## config.mk

```make
export PLATFORM = sky130hd
export DESIGN_NAME = i2c_reg_sequencer_flat
export DESIGN_NICKNAME = d
export VERILOG_FILES = /design/src/rtl/i2c_reg_sequencer_if.sv /design/src/rtl/i2c_reg_sequencer.sv /design/src/flat_wrapper.sv
export SDC_FILE = /design/constraint.sdc
export NUM_CORES = 1
export LEC_CHECK = 0
export CAP_MARGIN = 10
export CORE_ASPECT_RATIO = 1.4
export CORE_MARGIN = 4
export CORE_UTILIZATION = 52
export DETAILED_ROUTE_END_ITERATION = 6
export PLACE_DENSITY = 0.79
export SLEW_MARGIN = 20
export SYNTH_ARGS = -nofsm -noshare
export SYNTH_HDL_FRONTEND = slang
export SYNTH_SLANG_ARGS = --single-unit
export TNS_END_PERCENT = 5
```

## constraint.sdc

```tcl
create_clock -name i_clk -period 4.6 [get_ports i_clk]
set_clock_uncertainty 0.1 [all_clocks]
set_input_delay 1.38 -clock i_clk [delete_from_list [all_inputs] [get_ports i_clk]]
set_output_delay 1.38 -clock i_clk [all_outputs]
set_load 0.01 [all_outputs]
```

## src/rtl/i2c_reg_sequencer_if.sv

```systemverilog
`default_nettype none
// ============================================================================
// Module   : i2c_reg_sequencer_if
// Purpose  : Single-access bus between the I2C register sequencer and the
//            wishbone_handler (begin/done handshake plus address/data).
// Revision : 1.0 - initial release
// ============================================================================
interface i2c_reg_sequencer_if;
    logic       wbBegin;        // one-cycle access request
    logic       wbWriteEnable;  // 1 = write, 0 = read
    logic [7:0] wbAddress;      // EFB register address
    logic [7:0] wbWriteData;    // write byte
    logic       wbDone;         // handler completion, high for 2 cycles
    logic [7:0] wbReadData;     // read byte, valid while wbDone

    modport master (
        output wbBegin,
        output wbWriteEnable,
        output wbAddress,
        output wbWriteData,
        input  wbDone,
        input  wbReadData
    );

    modport slave (
        input  wbBegin,
        input  wbWriteEnable,
        input  wbAddress,
        input  wbWriteData,
        output wbDone,
        output wbReadData
    );
endinterface
`default_nettype wire

```

## src/rtl/i2c_reg_sequencer.sv

```systemverilog
`default_nettype none
// ============================================================================
// Module   : i2c_reg_sequencer
// Purpose  : Turns one "access slave register" request into the EFB I2C1
//            register sequence (TXDR/CMDR writes, SR polls, RXDR read), one
//            wishbone_handler access per step. Single-byte write or read of
//            an 8-bit register on a 7-bit I2C slave; reports done, read data,
//            NACK and timeout.
// Options  : define I2C_INIT_EN to prefix the first transaction after reset
//            with CR/BR0/BR1 writes (baud prescaler from PRESCALE).
// Revision : 1.0 - initial release
// ============================================================================
module i2c_reg_sequencer #(
    parameter logic [7:0] BASE_ADDR  = 8'h40,
    parameter int         POLL_LIMIT = 1024,
    parameter logic [9:0] PRESCALE   = 10'd60
) (
    input  wire logic       i_clk,
    input  wire logic       i_rst,
    input  wire logic       i_start,
    input  wire logic       i_read,
    input  wire logic [6:0] i_devAddr,
    input  wire logic [7:0] i_regAddr,
    input  wire logic [7:0] i_wrData,
    output logic            o_busy,
    output logic            o_done,
    output logic [7:0]      o_rdData,
    output logic            o_nack,
    output logic            o_timeout,
    i2c_reg_sequencer_if.master wb
);

    // FSM states
    localparam logic [1:0] c_ST_IDLE   = 2'd0;
    localparam logic [1:0] c_ST_ISSUE  = 2'd1;
    localparam logic [1:0] c_ST_WAIT   = 2'd2;
    localparam logic [1:0] c_ST_FINISH = 2'd3;

    // Step kinds
    localparam logic [1:0] c_KIND_WR   = 2'd0;
    localparam logic [1:0] c_KIND_POLL = 2'd1;
    localparam logic [1:0] c_KIND_RD   = 2'd2;

    // Poll conditions
    localparam logic [1:0] c_COND_TRRDY   = 2'd0;
    localparam logic [1:0] c_COND_SRW     = 2'd1;
    localparam logic [1:0] c_COND_BUSYCLR = 2'd2;

    // Abort reasons
    localparam logic [1:0] c_ABORT_NONE = 2'd0;
    localparam logic [1:0] c_ABORT_NACK = 2'd1;
    localparam logic [1:0] c_ABORT_TMO  = 2'd2;

    // Step indices outside the main 0..12 sequence
    localparam logic [4:0] c_STEP_STOP     = 5'd14;
    localparam logic [4:0] c_STEP_STOPWAIT = 5'd15;
    localparam logic [4:0] c_STEP_INIT0    = 5'd16;
    localparam logic [4:0] c_STEP_INIT2    = 5'd18;

    // EFB I2C1 register addresses
    localparam logic [7:0] c_ADDR_CR   = BASE_ADDR + 8'd0;
    localparam logic [7:0] c_ADDR_CMDR = BASE_ADDR + 8'd1;
    localparam logic [7:0] c_ADDR_BR0  = BASE_ADDR + 8'd2;
    localparam logic [7:0] c_ADDR_BR1  = BASE_ADDR + 8'd3;
    localparam logic [7:0] c_ADDR_TXDR = BASE_ADDR + 8'd4;
    localparam logic [7:0] c_ADDR_SR   = BASE_ADDR + 8'd5;
    localparam logic [7:0] c_ADDR_RXDR = BASE_ADDR + 8'd7;

    // CMDR command bytes
    localparam logic [7:0] c_CMD_STA_WR = 8'h94;
    localparam logic [7:0] c_CMD_WR     = 8'h14;
    localparam logic [7:0] c_CMD_STO    = 8'h44;
    localparam logic [7:0] c_CMD_RD_NAK = 8'h6C;

    localparam logic [10:0] c_POLL_LIMIT = 11'(POLL_LIMIT);

    // Registered state
    logic [1:0]  r_state_q,   w_state_d;
    logic [4:0]  r_step_q,    w_step_d;
    logic [10:0] r_pollCnt_q, w_pollCnt_d;
    logic [1:0]  r_abort_q,   w_abort_d;
    logic        r_read_q,    w_read_d;
    logic [6:0]  r_dev_q,     w_dev_d;
    logic [7:0]  r_reg_q,     w_reg_d;
    logic [7:0]  r_data_q,    w_data_d;
    logic [7:0]  r_rx_q,      w_rx_d;
    logic [7:0]  r_rdData_q,  w_rdData_d;
    logic        r_nack_q,    w_nack_d;
    logic        r_timeout_q, w_timeout_d;
    logic        r_seenLow_q, w_seenLow_d;
    logic        r_wbDonePrev_q;
`ifdef I2C_INIT_EN
    logic        r_initDone_q, w_initDone_d;
`endif

    // Step table decode
    logic [1:0]  w_kind;
    logic        w_stepWe;
    logic [7:0]  w_stepAddr;
    logic [7:0]  w_stepData;
    logic [1:0]  w_cond;
    logic        w_nackChk;
    logic        w_lastStep;
    logic [4:0]  w_stepNext;

    // Handshake helpers
    logic        w_wbRise;
    logic        w_canIssue;
    logic        w_condMet;
    logic [10:0] w_cntInc;
    logic        w_advance;

    assign w_wbRise   = wb.wbDone & ~r_wbDonePrev_q;
    // A new access may start only once the previous done pulse has dropped;
    // after reset the seen-low flag is clear, so an in-flight done drains first.
    assign w_canIssue = r_seenLow_q | ~wb.wbDone;
    assign w_cntInc   = r_pollCnt_q + 11'd1;

    // State register and datapath registers
    always_ff @(posedge i_clk) begin
        if (i_rst) begin
            r_state_q      <= c_ST_IDLE;
            r_step_q       <= 5'd0;
            r_pollCnt_q    <= 11'd0;
            r_abort_q      <= c_ABORT_NONE;
            r_read_q       <= 1'b0;
            r_dev_q        <= 7'd0;
            r_reg_q        <= 8'd0;
            r_data_q       <= 8'd0;
            r_rx_q         <= 8'd0;
            r_rdData_q     <= 8'd0;
            r_nack_q       <= 1'b0;
            r_timeout_q    <= 1'b0;
            r_seenLow_q    <= 1'b0;
            r_wbDonePrev_q <= 1'b0;
`ifdef I2C_INIT_EN
            r_initDone_q   <= 1'b0;
`endif
        end else begin
            r_state_q      <= w_state_d;
            r_step_q       <= w_step_d;
            r_pollCnt_q    <= w_pollCnt_d;
            r_abort_q      <= w_abort_d;
            r_read_q       <= w_read_d;
            r_dev_q        <= w_dev_d;
            r_reg_q        <= w_reg_d;
            r_data_q       <= w_data_d;
            r_rx_q         <= w_rx_d;
            r_rdData_q     <= w_rdData_d;
            r_nack_q       <= w_nack_d;
            r_timeout_q    <= w_timeout_d;
            r_seenLow_q    <= w_seenLow_d;
            r_wbDonePrev_q <= wb.wbDone;
`ifdef I2C_INIT_EN
            r_initDone_q   <= w_initDone_d;
`endif
        end
    end

    // Done-seen-low tracking: cleared by each completion edge
    always_comb begin
        w_seenLow_d = r_seenLow_q;
        if (!wb.wbDone) begin
            w_seenLow_d = 1'b1;
        end else if (w_wbRise) begin
            w_seenLow_d = 1'b0;
        end
    end

    // Step table: what access the current step performs
    always_comb begin
        w_kind     = c_KIND_WR;
        w_stepWe   = 1'b1;
        w_stepAddr = c_ADDR_CMDR;
        w_stepData = 8'h00;
        w_cond     = c_COND_TRRDY;
        w_nackChk  = 1'b0;
        case (r_step_q)
            5'd0:  begin w_stepAddr = c_ADDR_TXDR; w_stepData = {r_dev_q, 1'b0}; end
            5'd1:  w_stepData = c_CMD_STA_WR;
            5'd2:  begin w_kind = c_KIND_POLL; w_nackChk = 1'b1; end
            5'd3:  begin w_stepAddr = c_ADDR_TXDR; w_stepData = r_reg_q; end
            5'd4:  w_stepData = c_CMD_WR;
            5'd5:  begin w_kind = c_KIND_POLL; w_nackChk = 1'b1; end
            5'd6:  begin
                w_stepAddr = c_ADDR_TXDR;
                w_stepData = r_read_q ? {r_dev_q, 1'b1} : r_data_q;
            end
            5'd7:  w_stepData = r_read_q ? c_CMD_STA_WR : c_CMD_WR;
            5'd8:  begin
                w_kind    = c_KIND_POLL;
                w_cond    = r_read_q ? c_COND_SRW : c_COND_TRRDY;
                w_nackChk = ~r_read_q;
            end
            5'd9:  w_stepData = r_read_q ? c_CMD_RD_NAK : c_CMD_STO;
            // Read: byte-received poll (master drives the ACK, so no RARC check)
            5'd10: begin
                w_kind = c_KIND_POLL;
                w_cond = r_read_q ? c_COND_TRRDY : c_COND_BUSYCLR;
            end
            5'd11: w_kind = c_KIND_RD;
            5'd12: begin w_kind = c_KIND_POLL; w_cond = c_COND_BUSYCLR; end
            5'd14: w_stepData = c_CMD_STO;
            5'd15: begin w_kind = c_KIND_POLL; w_cond = c_COND_BUSYCLR; end
            5'd16: begin w_stepAddr = c_ADDR_CR;  w_stepData = 8'h80; end
            5'd17: begin w_stepAddr = c_ADDR_BR0; w_stepData = PRESCALE[7:0]; end
            5'd18: begin w_stepAddr = c_ADDR_BR1; w_stepData = {6'b0, PRESCALE[9:8]}; end
            default: ;
        endcase
        if (w_kind == c_KIND_POLL) begin
            w_stepWe   = 1'b0;
            w_stepAddr = c_ADDR_SR;
        end else if (w_kind == c_KIND_RD) begin
            w_stepWe   = 1'b0;
            w_stepAddr = c_ADDR_RXDR;
        end
    end

    // Sequence successor and end-of-sequence detection
    always_comb begin
        w_lastStep = 1'b0;
        w_stepNext = r_step_q + 5'd1;
        case (r_step_q)
            5'd10: w_lastStep = ~r_read_q;
            5'd12: w_lastStep = 1'b1;
            5'd14: w_lastStep = (r_abort_q == c_ABORT_TMO);
            5'd15: w_lastStep = 1'b1;
            c_STEP_INIT2: w_stepNext = 5'd0;
            default: ;
        endcase
    end

    // Poll condition on the freshly returned SR byte
    always_comb begin
        case (w_cond)
            c_COND_SRW:     w_condMet = wb.wbReadData[4];
            c_COND_BUSYCLR: w_condMet = ~wb.wbReadData[6];
            default:        w_condMet = wb.wbReadData[2];
        endcase
    end

    // Next-state logic
    always_comb begin
        w_state_d   = r_state_q;
        w_step_d    = r_step_q;
        w_pollCnt_d = r_pollCnt_q;
        w_abort_d   = r_abort_q;
        w_read_d    = r_read_q;
        w_dev_d     = r_dev_q;
        w_reg_d     = r_reg_q;
        w_data_d    = r_data_q;
        w_rx_d      = r_rx_q;
        w_rdData_d  = r_rdData_q;
        w_nack_d    = r_nack_q;
        w_timeout_d = r_timeout_q;
        w_advance   = 1'b0;
`ifdef I2C_INIT_EN
        w_initDone_d = r_initDone_q;
`endif
        case (r_state_q)
            c_ST_IDLE: begin
                if (i_start) begin
                    w_read_d    = i_read;
                    w_dev_d     = i_devAddr;
                    w_reg_d     = i_regAddr;
                    w_data_d    = i_wrData;
                    w_nack_d    = 1'b0;
                    w_timeout_d = 1'b0;
                    w_abort_d   = c_ABORT_NONE;
                    w_pollCnt_d = 11'd0;
`ifdef I2C_INIT_EN
                    w_step_d     = r_initDone_q ? 5'd0 : c_STEP_INIT0;
                    w_initDone_d = 1'b1;
`else
                    w_step_d    = 5'd0;
`endif
                    w_state_d   = c_ST_ISSUE;
                end
            end
            c_ST_ISSUE: begin
                if (w_canIssue) begin
                    w_state_d = c_ST_WAIT;
                end
            end
            c_ST_WAIT: begin
                if (w_wbRise) begin
                    case (w_kind)
                        c_KIND_RD: begin
                            w_rx_d    = wb.wbReadData;
                            w_advance = 1'b1;
                        end
                        c_KIND_POLL: begin
                            // NACK outranks timeout on the same SR read
                            if (w_nackChk && r_abort_q == c_ABORT_NONE && wb.wbReadData[5]) begin
                                w_abort_d   = c_ABORT_NACK;
                                w_step_d    = c_STEP_STOP;
                                w_pollCnt_d = 11'd0;
                                w_state_d   = c_ST_ISSUE;
                            end else if (w_condMet) begin
                                w_advance = 1'b1;
                            end else if (w_cntInc >= c_POLL_LIMIT) begin
                                if (r_abort_q == c_ABORT_NONE) begin
                                    w_abort_d   = c_ABORT_TMO;
                                    w_step_d    = c_STEP_STOP;
                                    w_pollCnt_d = 11'd0;
                                    w_state_d   = c_ST_ISSUE;
                                end else begin
                                    // STOP after NACK never settled: give up, keep NACK
                                    w_state_d = c_ST_FINISH;
                                end
                            end else begin
                                w_pollCnt_d = w_cntInc;
                                w_state_d   = c_ST_ISSUE;
                            end
                        end
                        default: w_advance = 1'b1;
                    endcase
                    if (w_advance) begin
                        if (w_lastStep) begin
                            w_state_d = c_ST_FINISH;
                        end else begin
                            w_step_d    = w_stepNext;
                            w_pollCnt_d = 11'd0;
                            w_state_d   = c_ST_ISSUE;
                        end
                    end
                end
            end
            default: w_state_d = c_ST_IDLE;
        endcase
        // Status outputs change only as the done pulse starts
        if (w_state_d == c_ST_FINISH && r_state_q != c_ST_FINISH) begin
            w_nack_d    = (w_abort_d == c_ABORT_NACK);
            w_timeout_d = (w_abort_d == c_ABORT_TMO);
            if (r_read_q && w_abort_d == c_ABORT_NONE) begin
                w_rdData_d = w_rx_d;
            end
        end
    end

    // Output decode
    always_comb begin
        o_busy           = (r_state_q == c_ST_ISSUE) || (r_state_q == c_ST_WAIT);
        o_done           = (r_state_q == c_ST_FINISH);
        wb.wbBegin       = (r_state_q == c_ST_ISSUE) && w_canIssue;
        wb.wbWriteEnable = 1'b0;
        wb.wbAddress     = 8'h00;
        wb.wbWriteData   = 8'h00;
        if (o_busy) begin
            wb.wbWriteEnable = w_stepWe;
            wb.wbAddress     = w_stepAddr;
            wb.wbWriteData   = w_stepWe ? w_stepData : 8'h00;
        end
    end

    assign o_rdData  = r_rdData_q;
    assign o_nack    = r_nack_q;
    assign o_timeout = r_timeout_q;

endmodule
`default_nettype wire

```

## src/flat_wrapper.sv

```systemverilog
// flat-port wrapper written by rule: the top's interface ports become plain ports
module i2c_reg_sequencer_flat 
#(
    parameter logic [7:0] BASE_ADDR  = 8'h40,
    parameter int         POLL_LIMIT = 1024,
    parameter logic [9:0] PRESCALE   = 10'd60
)
  (i_clk, i_rst, i_start, i_read, i_devAddr, i_regAddr, i_wrData, o_busy, o_done, o_rdData, o_nack, o_timeout, wb_wbBegin, wb_wbWriteEnable, wb_wbAddress, wb_wbWriteData, wb_wbDone, wb_wbReadData);
  i2c_reg_sequencer_if wb_i ();
  input  wire logic i_clk;
  input  wire logic i_rst;
  input  wire logic i_start;
  input  wire logic i_read;
  input  wire logic [6:0] i_devAddr;
  input  wire logic [7:0] i_regAddr;
  input  wire logic [7:0] i_wrData;
  output logic o_busy;
  output logic o_done;
  output logic [7:0] o_rdData;
  output logic o_nack;
  output logic o_timeout;
  output wire logic [$bits(wb_i.wbBegin)-1:0] wb_wbBegin;
  output wire logic [$bits(wb_i.wbWriteEnable)-1:0] wb_wbWriteEnable;
  output wire logic [$bits(wb_i.wbAddress)-1:0] wb_wbAddress;
  output wire logic [$bits(wb_i.wbWriteData)-1:0] wb_wbWriteData;
  input wire logic [$bits(wb_i.wbDone)-1:0] wb_wbDone;
  input wire logic [$bits(wb_i.wbReadData)-1:0] wb_wbReadData;
  assign wb_wbBegin = wb_i.wbBegin;
  assign wb_wbWriteEnable = wb_i.wbWriteEnable;
  assign wb_wbAddress = wb_i.wbAddress;
  assign wb_wbWriteData = wb_i.wbWriteData;
  assign wb_i.wbDone = wb_wbDone;
  assign wb_i.wbReadData = wb_wbReadData;
  i2c_reg_sequencer #(.BASE_ADDR(BASE_ADDR), .POLL_LIMIT(POLL_LIMIT), .PRESCALE(PRESCALE)) u_core (.i_clk(i_clk), .i_rst(i_rst), .i_start(i_start), .i_read(i_read), .i_devAddr(i_devAddr), .i_regAddr(i_regAddr), .i_wrData(i_wrData), .o_busy(o_busy), .o_done(o_done), .o_rdData(o_rdData), .o_nack(o_nack), .o_timeout(o_timeout), .wb(wb_i));
endmodule
```

==> results.ini <==
[synthesis]
ys_ff_latch=64
async_reset_ff_share_pct=0
yosys_warnings=0
synthDistinctLibCells=67
ys_seq_area_share_pct=33.96
synth.top_cells.by_area=dfxtp_1 34%, nand2_1 9.3%, a21oi_1 8.1%
netlist_area_um2=3772
synth_edf_count=0
synthCells=482
yosys-top-cells-count=93 x nand2_1, 64 x dfxtp_1, 61 x a21oi_1, 30 x nor2_1, 24 x o21ai_0
synth.top_cell.area_share_pct=33.96
syn_area_per_cell_um2=7.826
yosys.area.top_type=dfxtp_1
yosys_most_used_dff=dfxtp_1
synth.most_common_cell=nand2_1

[timing]
hold_violations=0
tightest_slew_ps=808.4
setup_viol=0
period_needed_ps=4518
slew_violations=0
slew_headroom_pct=45.93
timing.final.crit_share_pct=98.21
rsz0062_at_grt=yes
fmax_ghz=0.2214

[clock_network]
clockBufferDepth=2
cts_sinks=64
cts_root_buffer=clkbuf_8
cts_inserted_buffers=9
insertion_delay_ps=350
post_cts_buffers=0
postCtsHoldBufs=0
clk_pin_slew_ps=70
tritoncts=yes
htree_num_levels=3

[run_status]
status=finished clean

[drt]
vias=3607
wl_um=10390
drc=0
routedWlPerCell_um=16.34
routed_via_density=5.671
ant_nets=0
drtPass1Iterations=5
first_iter_violations=229

[critical_path]
path_buf_inv=2
crit_family=simple AND/OR/NAND/NOR gates
critPathSlowestCell=or4_1
end_kind=output port
cp.arrival_ps=3040
slowest_delay_ps=510
path_common_cell=ha_1
r2r-end=u_core.o_rdData[3]$_SDFFE_PP0P_
r2r_start=u_core.r_step_q[0]$_SDFFE_PP0P_
regToRegSetupSlack_ps=1040
worst-setup-path-type=reg2out
cp_max_fo=7
rr_worst_depth=13
path_cells=ha_2, and3_1, ha_1, nor3_2, inv_1, ha_1, or4_1, o21a_1, clkdlybuf4s50_1
cp-start-kind=flop
critical_path_required_ps=3120

[hold_path]
hold_end=u_core.r_reg_q[3]$_SDFFE_PP0P_
min_path_cells=2
worstHoldStart=u_core.r_reg_q[3]$_SDFFE_PP0P_
min_path_type=reg2reg

[flow_run]
cap_violations=0

[cells_and_area]
area_growth_pct=23.35
num-fill-cells=665
finalNetCount=586
layout.area.seq_um2=1284
diodes=0
post-route-util_pct=66.22
multiInputGateArea_um2=2311
fin_area_um2=4653
drive_above_1_share_pct=10.17

[grt]
grt_pass1_vias=3615
top_usage_layer=met2
grt_max_degree=40
met1_usage_pct=26.93
grtUsageTotal_pct=24.76
grt_pass1_wl_um=17000
gr-total-overflow=0
grt_antenna_before_repair=0
gr-usage-met3_pct=6.198
met2_usage_pct=43.96

[placement]
dp_hpwl_um=7731
placed_area_um2=4410
gp_congestion=0.9304
portBuffers=61

[power]
leakagePower_nw=1.683
ir_drop_mv=0.2635
p_per_area_nw_per_um2=292.8

[die]
die_area_um2=8701
rows=36
core_um2=7027
start_util_pct=53.69
die_h_um=108.8
fp.dieW_um=79.99
num_io_pins=66

-- repair_timing --
| item | in CTS | in global routing |
|---|---|---|
| endpoints found under the setup margin | 2 | 11 |
| pin swaps | 0 | 0 |
| gates cloned | 0 | 0 |
| gates resized for setup | 3 | 4 |
-- metrics by stage --
| stage | instances | setup WS, ps | hold WS (ps) | TNS, ps | power, mW |
|---|---|---|---|---|---|
| floorplan | 485 | 686.6 | 332.8 | 0 | 0.7371 |
| global placement | 620 | 307.0 | 338.1 | 0 | 0.8255 |
| detailed placement | 620 | 311.1 | 350.3 | 0 | 0.8297 |
| CTS | 636 | 37.20 | 360.0 | 0 | 1.372 |
| global route | 636 | -28.34 | 385.3 | -28.34 | 1.424 |
| finish | 636 | 82.46 | 359.2 | 0 | 1.363 |
-- routing by layer --
metal / wire (um) / vias up
li1: - / 1794
met1: 4036 / 1658
met2: 5394 / 134
met3: 655 / 21
met4: 306 / 0
met5: 0 / -
-- report_power, final --
part,switching (mW),internal (mW),total (mW)
clock,0.224,0.319,0.542
combinational,0.126,0.0997,0.226
sequential,0.0179,0.577,0.595
-- worst register-to-register path: cells and delay by family (launching register included) --
family,cells,cell delay (ps)
adder cells (fa/ha/maj),3,710
AND/OR/NAND/NOR,3,610
buffers and inverters,1,80
AO/OA/AOI/OAI,5,1290
multiplexers,1,310
flip-flops,1,350
-- final cells by class --
type | instances | area share (%)
clock buffer | 11 | 3.038
multi-input combinational | 377 | 49.66
tap | 95 | 2.554
inverter | 16 | 1.291
clock inverter | 5 | 1.721
timing repair buffer | 68 | 14.14
sequential | 64 | 27.59
-- registers in the layout, summed over array words and instances, names as in the netlist --
name                   count
u_core.o_timeout           1
u_core.r_reg_q             8
u_core.r_data_q            8
u_core.o_rdData            8
u_core.r_dev_q             7
u_core.r_state_q           2
u_core.r_seenLow_q         1
u_core.r_wbDonePrev_q      1
u_core.r_step_q            5
u_core.r_read_q            1
u_core.r_rx_q              8
u_core.o_nack              1
u_core.r_pollCnt_q        11
u_core.r_abort_q           2
-- kinds of logic after synthesis --
family                   synth area share, %
AND/OR/NAND/NOR                        27.73
AO/OA/AOI/OAI                          24.01
flip-flops                             33.96
buffers and inverters                  5.572
adder cells (fa/ha/maj)                4.644
multiplexers                           3.748
other                                0.09941
XOR/XNOR                              0.2322
-- how the worst max path moves through the flow --
stage                      endpoint  slack [ps]                       startpoint  cells past startpoint
floorplan           wb_wbAddress[2]         690  u_core.r_step_q[0]$_SDFFE_PP0P_                      9
global placement    wb_wbAddress[2]         310  u_core.r_step_q[0]$_SDFFE_PP0P_                      9
detailed placement  wb_wbAddress[2]         310  u_core.r_step_q[0]$_SDFFE_PP0P_                      9
CTS                 wb_wbAddress[2]          40  u_core.r_step_q[1]$_SDFFE_PP0P_                     10
global route        wb_wbAddress[2]         -30  u_core.r_step_q[1]$_SDFFE_PP0P_                     10
finish              wb_wbAddress[2]          80  u_core.r_step_q[0]$_SDFFE_PP0P_                      9
-- placed cells by master (no fill, tap or decap), types with 3 or more instances in the layout --
| cell | instances |
|---|---|
| nand2_1 | 93 |
| dfxtp_1 | 62 |
| a21oi_1 | 61 |
| clkdlybuf4s50_1 | 60 |
| nor2_1 | 30 |
| o21ai_0 | 24 |
| inv_1 | 16 |
| nor2b_1 | 15 |
| nand2b_1 | 14 |
| ha_1 | 12 |
| nand3_1 | 11 |
| clkbuf_8 | 10 |
| o21a_1 | 8 |
| mux2_4 | 8 |
| and3_1 | 7 |
| buf_4 | 7 |
| and2_1 | 6 |
| nand3b_1 | 5 |
| nor3_1 | 5 |
| a221oi_1 | 5 |
| a211oi_1 | 4 |
| conb_1 | 4 |
| o211ai_1 | 3 |
| or4_1 | 3 |
| and4_4 | 3 |
| a31oi_1 | 3 |
Power figures use the tool's default switching activity.
